**src/rtl/hazard_pkg.sv**
```systemverilog
// Shared encodings for the hazard/scoreboard unit: op classes and
// operand-forwarding select codes.
package hazard_pkg;

  typedef enum logic [2:0] {
    OPT_NONE  = 3'd0,
    OPT_ALU   = 3'd1,
    OPT_LOAD  = 3'd2,
    OPT_STORE = 3'd3,
    OPT_MCU   = 3'd4
  } optype_e;

  localparam logic [1:0] FWD_RF       = 2'd0;
  localparam logic [1:0] FWD_EX_ALU   = 2'd1;
  localparam logic [1:0] FWD_MEM_ALU  = 2'd2;
  localparam logic [1:0] FWD_MEM_LOAD = 2'd3;

  // An EX entry that cannot supply a value lets an older MEM match through.
  function automatic logic [1:0] fwd_sel(input logic ex_hit, input logic mem_hit,
                                         input optype_e opt_exe, input optype_e opt_mem);
    logic [1:0] sel;
    sel = FWD_RF;
    if (ex_hit && opt_exe == OPT_ALU)        sel = FWD_EX_ALU;
    else if (mem_hit && opt_mem == OPT_ALU)  sel = FWD_MEM_ALU;
    else if (mem_hit && opt_mem == OPT_LOAD) sel = FWD_MEM_LOAD;
    return sel;
  endfunction

endpackage

```
**src/rtl/hazard_scoreboard_unit_if.sv**
```systemverilog
// Pipeline-side bundle: decode operand info, downstream destinations, MCU
// status in; stage enables, stalls, flushes and forward selects out.
// There is no valid/ready pair here: every output is a level that the
// pipeline samples on each rising clock edge.
interface hazard_scoreboard_unit_if #(
  parameter int REG_W       = 5,
  parameter int STALL_CNT_W = 16
);
  logic             Branch_ID;
  logic             rs1use_ID;
  logic             rs2use_ID;
  logic             rd_we_ID;
  logic [2:0]       hazard_optype_ID;
  logic [REG_W-1:0] rd_ID;
  logic [REG_W-1:0] rs1_ID;
  logic [REG_W-1:0] rs2_ID;
  logic [REG_W-1:0] rd_EXE;
  logic [REG_W-1:0] rd_MEM;
  logic [REG_W-1:0] rs2_EXE;
  logic             mcu_busy;
  logic             mcu_wb_valid;
  logic [REG_W-1:0] mcu_wb_rd;
  logic             cmu_stall;

  logic             PC_EN_IF;
  logic             reg_FD_EN;
  logic             reg_FD_stall;
  logic             reg_FD_flush;
  logic             reg_DE_EN;
  logic             reg_DE_flush;
  logic             reg_EM_EN;
  logic             reg_EM_flush;
  logic             reg_MW_EN;
  logic             reg_MW_flush;
  logic [1:0]       forward_ctrl_A;
  logic [1:0]       forward_ctrl_B;
  logic             forward_ctrl_ls;
  logic [STALL_CNT_W-1:0] stall_cnt;

  modport master (
    output Branch_ID, rs1use_ID, rs2use_ID, rd_we_ID, hazard_optype_ID,
           rd_ID, rs1_ID, rs2_ID, rd_EXE, rd_MEM, rs2_EXE,
           mcu_busy, mcu_wb_valid, mcu_wb_rd, cmu_stall,
    input  PC_EN_IF, reg_FD_EN, reg_FD_stall, reg_FD_flush, reg_DE_EN,
           reg_DE_flush, reg_EM_EN, reg_EM_flush, reg_MW_EN, reg_MW_flush,
           forward_ctrl_A, forward_ctrl_B, forward_ctrl_ls, stall_cnt
  );

  modport slave (
    input  Branch_ID, rs1use_ID, rs2use_ID, rd_we_ID, hazard_optype_ID,
           rd_ID, rs1_ID, rs2_ID, rd_EXE, rd_MEM, rs2_EXE,
           mcu_busy, mcu_wb_valid, mcu_wb_rd, cmu_stall,
    output PC_EN_IF, reg_FD_EN, reg_FD_stall, reg_FD_flush, reg_DE_EN,
           reg_DE_flush, reg_EM_EN, reg_EM_flush, reg_MW_EN, reg_MW_flush,
           forward_ctrl_A, forward_ctrl_B, forward_ctrl_ls, stall_cnt
  );
endinterface

```
**src/rtl/reg_scoreboard.sv**
```systemverilog
// Per-register pending bits for in-flight MCU results. x0 has no storage
// and always reads as not pending.
module reg_scoreboard #(
  parameter int NREG  = 32,
  parameter int REG_W = 5
) (
  input  logic             clk,
  input  logic             rst,
  input  logic             set_en,
  input  logic [REG_W-1:0] set_idx,
  input  logic             clr_en,
  input  logic [REG_W-1:0] clr_idx,
  input  logic [REG_W-1:0] rd_a_idx,
  input  logic [REG_W-1:0] rd_b_idx,
  input  logic [REG_W-1:0] waw_idx,
  output logic             rd_a,
  output logic             rd_b,
  output logic             waw
);

  logic [NREG-1:1] pend;
  logic [NREG-1:0] pend_x0;

  assign pend_x0 = {pend, 1'b0};
  assign rd_a    = pend_x0[rd_a_idx];
  assign rd_b    = pend_x0[rd_b_idx];
  assign waw     = pend_x0[waw_idx];

  // Set is checked first so a same-cycle issue to a retiring register wins.
  always_ff @(posedge clk or posedge rst) begin
    if (rst) begin
      pend <= '0;
    end else begin
      for (int i = 1; i < NREG; i++) begin
        if (set_en && set_idx == REG_W'(i))      pend[i] <= 1'b1;
        else if (clr_en && clr_idx == REG_W'(i)) pend[i] <= 1'b0;
      end
    end
  end

endmodule

```
**src/rtl/hazard_scoreboard_unit.sv**
```systemverilog
// Hazard detection, forwarding control and MCU interlocks for the 5-stage
// core; also tracks op classes in EX/MEM and counts decode stall cycles.
module hazard_scoreboard_unit
  import hazard_pkg::*;
#(
  parameter int NREG        = 32,
  parameter int REG_W       = $clog2(NREG),
  parameter int STALL_CNT_W = 16
) (
  input logic clk,
  input logic rst,
  hazard_scoreboard_unit_if.slave bus
);

  optype_e opt_id, opt_exe, opt_mem;
  logic    en, id_stall, load_use, raw, waw_stall, struct_stall, issue;
  logic    ex_a, ex_b, mem_a, mem_b;
  logic    pend_rs1, pend_rs2, pend_rd;
  logic [STALL_CNT_W-1:0] cnt_q;

  assign opt_id = optype_e'(bus.hazard_optype_ID);
  assign en     = ~bus.cmu_stall;

  assign ex_a  = bus.rs1use_ID && bus.rs1_ID != '0 && bus.rs1_ID == bus.rd_EXE;
  assign ex_b  = bus.rs2use_ID && bus.rs2_ID != '0 && bus.rs2_ID == bus.rd_EXE;
  assign mem_a = bus.rs1use_ID && bus.rs1_ID != '0 && bus.rs1_ID == bus.rd_MEM;
  assign mem_b = bus.rs2use_ID && bus.rs2_ID != '0 && bus.rs2_ID == bus.rd_MEM;

  // A store whose only dependence is its data operand picks the load up later
  // through the MEM->EX store-data path instead of stalling.
  assign load_use = opt_exe == OPT_LOAD &&
                    (ex_a || (ex_b && opt_id != OPT_STORE));

  assign raw          = (bus.rs1use_ID && pend_rs1) || (bus.rs2use_ID && pend_rs2);
  assign waw_stall    = bus.rd_we_ID && pend_rd;
  assign struct_stall = opt_id == OPT_MCU && bus.mcu_busy;
  assign id_stall     = load_use || raw || waw_stall || struct_stall;
  assign issue        = opt_id == OPT_MCU && en && !id_stall;

  reg_scoreboard #(.NREG(NREG), .REG_W(REG_W)) u_sb (
    .clk      (clk),
    .rst      (rst),
    .set_en   (issue),
    .set_idx  (bus.rd_ID),
    .clr_en   (bus.mcu_wb_valid),
    .clr_idx  (bus.mcu_wb_rd),
    .rd_a_idx (bus.rs1_ID),
    .rd_b_idx (bus.rs2_ID),
    .waw_idx  (bus.rd_ID),
    .rd_a     (pend_rs1),
    .rd_b     (pend_rs2),
    .waw      (pend_rd)
  );

  assign bus.forward_ctrl_A  = fwd_sel(ex_a, mem_a, opt_exe, opt_mem);
  assign bus.forward_ctrl_B  = fwd_sel(ex_b, mem_b, opt_exe, opt_mem);
  assign bus.forward_ctrl_ls = bus.rs2_EXE == bus.rd_MEM && bus.rd_MEM != '0 &&
                               opt_exe == OPT_STORE && opt_mem == OPT_LOAD;

  assign bus.PC_EN_IF     = en && !id_stall;
  assign bus.reg_FD_EN    = en;
  assign bus.reg_DE_EN    = en;
  assign bus.reg_EM_EN    = en;
  assign bus.reg_MW_EN    = en;
  assign bus.reg_FD_stall = id_stall;
  assign bus.reg_DE_flush = id_stall;
  // A branch resolved on stale operands must not redirect fetch.
  assign bus.reg_FD_flush = bus.Branch_ID && !id_stall;
  assign bus.reg_EM_flush = 1'b0;
  assign bus.reg_MW_flush = 1'b0;
  assign bus.stall_cnt    = cnt_q;

  always_ff @(posedge clk or posedge rst) begin
    if (rst) begin
      opt_exe <= OPT_NONE;
      opt_mem <= OPT_NONE;
    end else if (!bus.cmu_stall) begin
      if (bus.reg_DE_EN) opt_exe <= bus.reg_DE_flush ? OPT_NONE : opt_id;
      if (bus.reg_EM_EN) opt_mem <= opt_exe;
    end
  end

  always_ff @(posedge clk or posedge rst) begin
    if (rst)                                       cnt_q <= '0;
    else if (id_stall && en && cnt_q != '1)        cnt_q <= cnt_q + 1'b1;
  end

endmodule

```
**src/flat_wrapper.sv**
```systemverilog
// flat-port wrapper written by rule: the top's interface ports become plain ports
module hazard_scoreboard_unit_flat import hazard_pkg::*;
#(
  parameter int NREG        = 32,
  parameter int REG_W       = $clog2(NREG),
  parameter int STALL_CNT_W = 16
)
  (clk, rst, bus_Branch_ID, bus_rs1use_ID, bus_rs2use_ID, bus_rd_we_ID, bus_hazard_optype_ID, bus_rd_ID, bus_rs1_ID, bus_rs2_ID, bus_rd_EXE, bus_rd_MEM, bus_rs2_EXE, bus_mcu_busy, bus_mcu_wb_valid, bus_mcu_wb_rd, bus_cmu_stall, bus_PC_EN_IF, bus_reg_FD_EN, bus_reg_FD_stall, bus_reg_FD_flush, bus_reg_DE_EN, bus_reg_DE_flush, bus_reg_EM_EN, bus_reg_EM_flush, bus_reg_MW_EN, bus_reg_MW_flush, bus_forward_ctrl_A, bus_forward_ctrl_B, bus_forward_ctrl_ls, bus_stall_cnt);
  hazard_scoreboard_unit_if #(.REG_W(REG_W), .STALL_CNT_W(STALL_CNT_W)) bus_i ();
  input logic clk;
  input logic rst;
  input wire logic [$bits(bus_i.Branch_ID)-1:0] bus_Branch_ID;
  input wire logic [$bits(bus_i.rs1use_ID)-1:0] bus_rs1use_ID;
  input wire logic [$bits(bus_i.rs2use_ID)-1:0] bus_rs2use_ID;
  input wire logic [$bits(bus_i.rd_we_ID)-1:0] bus_rd_we_ID;
  input wire logic [$bits(bus_i.hazard_optype_ID)-1:0] bus_hazard_optype_ID;
  input wire logic [$bits(bus_i.rd_ID)-1:0] bus_rd_ID;
  input wire logic [$bits(bus_i.rs1_ID)-1:0] bus_rs1_ID;
  input wire logic [$bits(bus_i.rs2_ID)-1:0] bus_rs2_ID;
  input wire logic [$bits(bus_i.rd_EXE)-1:0] bus_rd_EXE;
  input wire logic [$bits(bus_i.rd_MEM)-1:0] bus_rd_MEM;
  input wire logic [$bits(bus_i.rs2_EXE)-1:0] bus_rs2_EXE;
  input wire logic [$bits(bus_i.mcu_busy)-1:0] bus_mcu_busy;
  input wire logic [$bits(bus_i.mcu_wb_valid)-1:0] bus_mcu_wb_valid;
  input wire logic [$bits(bus_i.mcu_wb_rd)-1:0] bus_mcu_wb_rd;
  input wire logic [$bits(bus_i.cmu_stall)-1:0] bus_cmu_stall;
  output wire logic [$bits(bus_i.PC_EN_IF)-1:0] bus_PC_EN_IF;
  output wire logic [$bits(bus_i.reg_FD_EN)-1:0] bus_reg_FD_EN;
  output wire logic [$bits(bus_i.reg_FD_stall)-1:0] bus_reg_FD_stall;
  output wire logic [$bits(bus_i.reg_FD_flush)-1:0] bus_reg_FD_flush;
  output wire logic [$bits(bus_i.reg_DE_EN)-1:0] bus_reg_DE_EN;
  output wire logic [$bits(bus_i.reg_DE_flush)-1:0] bus_reg_DE_flush;
  output wire logic [$bits(bus_i.reg_EM_EN)-1:0] bus_reg_EM_EN;
  output wire logic [$bits(bus_i.reg_EM_flush)-1:0] bus_reg_EM_flush;
  output wire logic [$bits(bus_i.reg_MW_EN)-1:0] bus_reg_MW_EN;
  output wire logic [$bits(bus_i.reg_MW_flush)-1:0] bus_reg_MW_flush;
  output wire logic [$bits(bus_i.forward_ctrl_A)-1:0] bus_forward_ctrl_A;
  output wire logic [$bits(bus_i.forward_ctrl_B)-1:0] bus_forward_ctrl_B;
  output wire logic [$bits(bus_i.forward_ctrl_ls)-1:0] bus_forward_ctrl_ls;
  output wire logic [$bits(bus_i.stall_cnt)-1:0] bus_stall_cnt;
  assign bus_i.Branch_ID = bus_Branch_ID;
  assign bus_i.rs1use_ID = bus_rs1use_ID;
  assign bus_i.rs2use_ID = bus_rs2use_ID;
  assign bus_i.rd_we_ID = bus_rd_we_ID;
  assign bus_i.hazard_optype_ID = bus_hazard_optype_ID;
  assign bus_i.rd_ID = bus_rd_ID;
  assign bus_i.rs1_ID = bus_rs1_ID;
  assign bus_i.rs2_ID = bus_rs2_ID;
  assign bus_i.rd_EXE = bus_rd_EXE;
  assign bus_i.rd_MEM = bus_rd_MEM;
  assign bus_i.rs2_EXE = bus_rs2_EXE;
  assign bus_i.mcu_busy = bus_mcu_busy;
  assign bus_i.mcu_wb_valid = bus_mcu_wb_valid;
  assign bus_i.mcu_wb_rd = bus_mcu_wb_rd;
  assign bus_i.cmu_stall = bus_cmu_stall;
  assign bus_PC_EN_IF = bus_i.PC_EN_IF;
  assign bus_reg_FD_EN = bus_i.reg_FD_EN;
  assign bus_reg_FD_stall = bus_i.reg_FD_stall;
  assign bus_reg_FD_flush = bus_i.reg_FD_flush;
  assign bus_reg_DE_EN = bus_i.reg_DE_EN;
  assign bus_reg_DE_flush = bus_i.reg_DE_flush;
  assign bus_reg_EM_EN = bus_i.reg_EM_EN;
  assign bus_reg_EM_flush = bus_i.reg_EM_flush;
  assign bus_reg_MW_EN = bus_i.reg_MW_EN;
  assign bus_reg_MW_flush = bus_i.reg_MW_flush;
  assign bus_forward_ctrl_A = bus_i.forward_ctrl_A;
  assign bus_forward_ctrl_B = bus_i.forward_ctrl_B;
  assign bus_forward_ctrl_ls = bus_i.forward_ctrl_ls;
  assign bus_stall_cnt = bus_i.stall_cnt;
  hazard_scoreboard_unit #(.NREG(NREG), .REG_W(REG_W), .STALL_CNT_W(STALL_CNT_W)) u_core (.clk(clk), .rst(rst), .bus(bus_i));
endmodule
```
**config.mk**
```make
export PLATFORM = sky130hd
export DESIGN_NAME = hazard_scoreboard_unit_flat
export DESIGN_NICKNAME = d
export VERILOG_FILES = /design/src/rtl/hazard_pkg.sv /design/src/rtl/hazard_scoreboard_unit_if.sv /design/src/rtl/reg_scoreboard.sv /design/src/rtl/hazard_scoreboard_unit.sv /design/src/flat_wrapper.sv
export SDC_FILE = /design/constraint.sdc
export NUM_CORES = 1
export LEC_CHECK = 0
export BUFFER_PORTS_ARGS = -buffer_cell sky130_fd_sc_hd__buf_2
export CAP_MARGIN = 30
export CORE_MARGIN = 4
export CORE_UTILIZATION = 35
export CTS_CLUSTER_DIAMETER = 200
export DETAILED_ROUTE_END_ITERATION = 8
export GPL_ROUTABILITY_DRIVEN = 0
export PLACE_DENSITY = 0.64
export SLEW_MARGIN = 0
export SYNTH_ARGS = -nofsm -noshare
export SYNTH_HDL_FRONTEND = slang
export SYNTH_HIERARCHICAL = 1
export SYNTH_SLANG_ARGS = --single-unit
```
**constraint.sdc**
```tcl
create_clock -name clk -period 7.15 [get_ports clk]
set_clock_uncertainty 0.1 [all_clocks]
set_input_delay 0.715 -clock clk [delete_from_list [all_inputs] [get_ports clk]]
set_output_delay 0.715 -clock clk [all_outputs]
set_load 0.01 [all_outputs]
```
== Yosys cells after proc, flatten, opt, wreduce, memory -nomap -nowiden ==
Cells that the tools add are included.
Word-level totals
  register bits: 53
  latch bits: 0
  RAM bits: 0
  memory bits (read-only): 0
  bits of input ports: 47
  output and inout bits: 31
  word-level logic and storage cells: 318
  memories kept: 0
Cells by class
  add/subtract/negate cells: 1
  $mul: 0
  div/mod/pow operators: 0
  order comparisons: 3
  equality and inequality tests: 75
  shifts and indexed selects: 0
  muxes and demuxes: 75
  bitwise logic cells: 1
  reductions and logical operators: 129
Operators by type and width (number)
  5-bit == test, second input constant: 32
  1-bit logical AND: 89
  5-bit by 4-bit == test with 1-bit output, second input constant: 16
  1-bit two-way mux: 65
  2-bit nonzero test: 31
  5-bit by 3-bit == test with 1-bit output, second input constant: 8
  5-bit == test: 5
  5-bit by 2-bit == test with 1-bit output, second input constant: 4
  5-bit by 6-bit less-than comparator with 1-bit output, second input constant: 3
  16-bit by 1-bit adder with 16-bit output, second input constant: 1
  16-bit != test, second input constant: 1
  1-bit binary-select mux with 5-bit select: 3
  5-bit nonzero test: 3
  2-bit two-way mux: 6
  5-bit by 1-bit == test with 1-bit output, second input constant: 2
  3-bit by 2-bit == test with 1-bit output, second input constant: 3
  3-bit by 1-bit == test with 1-bit output, second input constant: 2
  1-bit logical OR: 5
  3-bit == test, second input constant: 1
  3-bit two-way mux: 1
  3-bit by 2-bit != test with 1-bit output, second input constant: 1
  1-bit logical NOT: 1
  1-bit inverter: 1

== Depth between registers and ports, before layout ==
  word-level depth: 13
  gate-level depth with buffers: 14
  mapped depth without buffers: 12

== By module ==
Netlist, hierarchy kept.
Modules (own cells, without submodules)
  reg_scoreboard: instances 1, cells an instance 238, area an instance 2225.9 um2, sequential area each 775.7 um2
  hazard_scoreboard_unit: instances 1, cells an instance 175, area an instance 1594.0 um2, sequential area each 550.5 um2

== Least setup slack after synthesis ==
Ideal clock, no wire load.
  kind: input -> register
  from: input bus_rs1_ID[0]
  to: register u_core/u_sb/pend[10] (netlist bit)
  setup time: 0.083 ns
  arrival: 3.549 ns
  required time: 6.967 ns
  slack: 3.418 ns
  stages on the path: 14
  path buffers: 2
  cells stage by stage: buf_6 mux4_2 nand2b_1 o211ai_1 nand4_1 a222oi_1 nand2_1 o31ai_4 buf_4 inv_2 nor3_1 nor2b_1 nand3b_1 o21ai_0
Between the ends
  elaborated cells between the ends (all ways): 18
  classes of those cells: eq/ne: 1; mux: 3; reduce/logical: 14
RTL lines
  start: declaration: line flat_wrapper.sv:18  | input wire logic [$bits(bus_i.rs1_ID)-1:0] bus_rs1_ID;
  1-bit binary-select mux with 5-bit select (*): line reg_scoreboard.sv:25  | assign rd_a = pend_x0[rd_a_idx];
  1-bit two-way mux (not written as such) (*): line reg_scoreboard.sv:25
  via u_core.pend_rs1: line hazard_scoreboard_unit.sv:18  | logic pend_rs1, pend_rs2, pend_rd;
  1-bit logical AND (*): line hazard_scoreboard_unit.sv:34  | assign raw = (bus.rs1use_ID && pend_rs1) || (bus.rs2use_ID && pend_rs2);
  1-bit logical OR (*): line hazard_scoreboard_unit.sv:34
  1-bit logical OR (*) (3 in series): line hazard_scoreboard_unit.sv:37  | assign id_stall = load_use || raw || waw_stall || struct_stall;
  via bus_reg_DE_flush: line flat_wrapper.sv:32  | output wire logic [$bits(bus_i.reg_DE_flush)-1:0] bus_reg_DE_flush;
  1-bit logical NOT (*): line hazard_scoreboard_unit.sv:38  | assign issue = opt_id == OPT_MCU && en && !id_stall;
  1-bit logical AND (*): line hazard_scoreboard_unit.sv:38
  via u_core.issue: line hazard_scoreboard_unit.sv:16  | logic en, id_stall, load_use, raw, waw_stall, struct_stall, issue;
  1-bit logical AND (*): line reg_scoreboard.sv:35  | if (set_en && set_idx == REG_W'(i)) pend[i] <= 1'b1;
  1-bit two-way mux or 2-bit nonzero test (tied branches)
  end signal: assignment: line reg_scoreboard.sv:32  | pend <= '0;
  end signal: indexed assignment: line reg_scoreboard.sv:35
  end signal: indexed assignment: line reg_scoreboard.sv:36  | else if (clr_en && clr_idx == REG_W'(i)) pend[i] <= 1'b0;
  end: declaration: line reg_scoreboard.sv:21  | logic [NREG-1:1] pend;
The timed path passes the listed nets; every way through them passes the cells marked *. The select of a mux whose other input is x is not followed.
A chain may end at the register's enable or synchronous reset.

== Final worst setup path ==
  from: input bus_rs1_ID[0]
  to: register u_core/u_sb/pend[10] (netlist bit)
Between the ends
  elaborated cells between the ends (all ways): 18
  classes of those cells: eq/ne: 1; mux: 3; reduce/logical: 14
RTL lines (line)
  1-bit binary-select mux with 5-bit select (*): reg_scoreboard.sv:25
  1-bit two-way mux (not written as such) (*): reg_scoreboard.sv:25
  via u_core.pend_rs1: hazard_scoreboard_unit.sv:18
  1-bit logical AND (*): hazard_scoreboard_unit.sv:34
  1-bit logical OR (*): hazard_scoreboard_unit.sv:34
  1-bit logical OR (*) (3 in series): hazard_scoreboard_unit.sv:37
  1-bit logical NOT (*): hazard_scoreboard_unit.sv:38
  1-bit logical AND (*): hazard_scoreboard_unit.sv:38
  via u_core.issue: hazard_scoreboard_unit.sv:16
  1-bit logical AND (*): reg_scoreboard.sv:35
  1-bit two-way mux or 2-bit nonzero test (tied branches)
Marks and branches as above.

==> results.md <==
* Gate Count Post-Synth at 413
* Comb pwr share at 26.8%
* Wirelength, routed at 10700 µm
* Synth async-reset ratio at 100%
* Final hold violation count at 0
* Switching Share at 34.8%
* Crit path buffers/inverters at 2
* Area contributors post-synth: dfrtp_1, o21ai_0, mux2i_1
* Fmax at 230 MHz
* Run status: complete, no violations
* Routed Antenna Nets at 0
* Length of routed met3 wiring at 956 µm
* Syn Std Cell Area at 3820 µm²
* Commonest cells post-synth: o21ai_0, dfrtp_1, nand3_1, mux2i_1
* Clock Path Buffers at 2
* NumNets Final at 527
* Main combinational cell family by area after synthesis: simple AND/OR/NAND/NOR gates
* Max capacitance violation total at 0
* Post-CTS Setup Bufs at 0
* CP Capture Type: flop
* Period minus WS final at 4.35 ns
* Pwr/cell area at 172 nW/µm²
* Critical path's top delay family: simple AND/OR/NAND/NOR gates
* Pleak at 1.93 nW
* Die H at 112 µm
* Critical path required time at 7.28 ns
* Syn_area_per_cell at 9.25 µm²
* WL met2 at 4690 µm
* Slowest cell on crit path: nor3_1
* Rows at 37
* Pre-CTS WS at 2.49 ns
* HPWL Detailed at 8420 µm
* Share of post-route cells with drive strength above 1 at 21.5%
* Pre-antenna DRT Iters at 5
* Worst Path Max Fanout at 14
* Max_slew headroom at 44.6%
* Initial antenna violation count at 0
* H-tree levels at 2
* CTS tree: done
* Top-area cell type share of the netlist area at 34.7%
* Count leader, synth: o21ai_0
* Worst Hold Class: input pin to async pin
* Antenna Diode Count at 0
* R2R setup slack at 3.07 ns
* Slew Viols, Final at 0
* Met1 Wirelength at 4940 µm
* P_sw at 0.261 mW
* I/O pins at 78
* Yosys top cell by area: dfrtp_1
* Top Metal Used: met4
* DR iter-0 viols at 221
* Final Cycle Share at 60.9%
* Drt drc at 0
* CTS hold repair buffers at 0
* Reg2Reg Depth at 12
* Total power at 0.749 mW
* Num CTS Buffers at 5
* Global-route wire length before repair at 17400 µm
* Ys flop type: dfrtp_1
* Worst path max stage delay at 0.59 ns
* Die span in x at 112 µm
* Core Region at 10500 µm²
* Total GRT Usage at 16.5%
* Post-Synth Adder-Cell Area at 0.328%
* Compound-Gate Fraction of Synth Area at 15.2%
* Synth Area in XOR/XNOR at 9.17%
* P&R area growth vs syn at 13.9%
* Seq cells post-synth at 53
* Final worst slack at 2.80 ns
* CTS root buf: clkbuf_8
* Vias in the first global route at 3315
* Vias at 3596
* Synth warn at 6
* Final Instance Area at 4350 µm²
* Startpoint Class: input pin
* VDD IR-drop max at 0.0000810 V
* Initial Util at 36.5%
* Per-cell routed wire length at 17.4 µm
* Unrepaired setup endpoints after global routing: no
* # port buffers at 75
* Worst-path clk slew at 0.11 ns
* Crit Reg-Reg Endpoint: u_core/u_sb/pend[10]$_DFFE_PP0P_
* FF-to-FF Start: u_core/u_sb/pend[7]$_DFFE_PP0P_
* Crit-path cells: buf_2 -> mux4_2 -> nand2b_1 -> o2111ai_1 -> nand4_1 -> a222oi_1 -> nand2_1 -> o31ai_4 -> inv_2 -> nor3_1 -> nor2b_1 -> nand3b_1 -> o21ai_0
* Largest net degree at the start of global routing at 25
* Simple-Gate Fraction of Synth Area at 22.2%
* Reg power frac at 48.9%
* Placed inst area at 4260 µm²
* Worst path arrival time at 4.48 ns
* DIE AREA at 12600 µm²
* Worst slew pin tran at 0.831 ns
* Yosys cell types at 51
* # setup viols final at 0
* Number of flops mapped to enable cells by yosys at 0
* Clock power share at 24.3%
* Clk sink count at 53
* Register area share after synthesis at 34.7%
* Cts repair resizes at 0
* Setup CP Type: input pin to flop
* Clock Latency Late Sink at 0.32 ns
* Mux share of post-synthesis cell area at 13.7%
* Gr ovfl total at 0
* Pint at 0.488 mW
* Fin Setup TNS at 0 ns
* Vias per Instance at 5.84
[layer usage]
metal  up-vias  track usage, %
li1       1649               -
met1      1774            24.0
met2       161            24.9
met3        12            4.10
met4         0            3.69
met5         -               0
[cell families after synthesis]
kind of cell,after synthesis
buffers and inverters,28
other,1
adder cells (fa/ha/maj),1
multiplexers,39
XOR/XNOR,40
AO/OA/AOI/OAI,99
flip-flops,53
AND/OR/NAND/NOR,152
[flip-flops by register name, summed over array words and instances, names as in the netlist]
signal / count
u_core/u_sb/pend: 31
u_core/bus.stall_cnt: 16
u_core/opt_exe: 3
u_core/opt_mem: 3
[through the flow]
stage               hold slack (ns)  utilization, %  instances
floorplan                     0.384               -        414
global placement              0.373            40.4        607
detailed placement            0.374            40.7        608
CTS                           0.274            41.6        616
global route                  0.296            41.6        616
finish                        0.272            41.6        616
[area by class of cell]
class | count | area, µm²
multi-input combinational | 333 | 2320
fill | 1040 | 6110
clock buffer | 5 | 68.8
sequential | 53 | 1330
inverter | 10 | 37.5
tap | 136 | 170
clock inverter | 3 | 25.0
timing repair buffer | 76 | 403
[cell usage in the layout, fill, tap and decap left out, drive strengths merged, types with 2 or more instances in the layout]
cell type / netlist / layout
a22oi: 6 / 6
or4: 3 / 3
or3: 2 / 2
nor2: 18 / 18
nand2: 22 / 22
dfrtp: 53 / 53
o2111ai: 3 / 3
mux4: 9 / 9
and2: 2 / 2
nand2b: 17 / 17
o21bai: 2 / 2
or2: 4 / 4
xor2: 19 / 19
a21oi: 9 / 9
nand3b: 4 / 4
and3: 3 / 3
mux2: 3 / 3
buf: 17 / 76
nor2b: 11 / 11
nand4: 8 / 8
nor3: 12 / 12
inv: 10 / 11
nand3: 32 / 32
nand4b: 4 / 4
mux2i: 27 / 27
o211ai: 3 / 3
o311ai: 2 / 2
nor4: 5 / 5
o21ai: 67 / 67
conb: 1 / 2
a211oi: 4 / 4
xnor2: 21 / 21
clkbuf: 1 / 5
[worst max path at each step]
stage,depth (start not counted),end,startpoint
4_1_cts,13,u_core/u_sb/pend[15]$_DFFE_PP0P_,bus_rs1_ID[0]
2_1_floorplan,14,u_core/u_sb/pend[10]$_DFFE_PP0P_,bus_rs1_ID[0]
5_1_grt,12,u_core/u_sb/pend[10]$_DFFE_PP0P_,bus_rd_ID[0]
3_5_place_dp,13,u_core/u_sb/pend[15]$_DFFE_PP0P_,bus_rs1_ID[0]
3_3_place_gp,13,u_core/u_sb/pend[6]$_DFFE_PP0P_,bus_rd_ID[0]
6_report,13,u_core/u_sb/pend[10]$_DFFE_PP0P_,bus_rs1_ID[0]
[power by group through the flow]
stage / sequential [mW] / combinational [mW] / clock [mW]
floorplan: 0.364 / 0.132 / 0
global placement: 0.370 / 0.195 / 0
detailed placement: 0.372 / 0.201 / 0
CTS: 0.366 / 0.202 / 0.187
global route: 0.371 / 0.221 / 0.199
finish: 0.366 / 0.201 / 0.182
(Power assumes the default switching activity.)
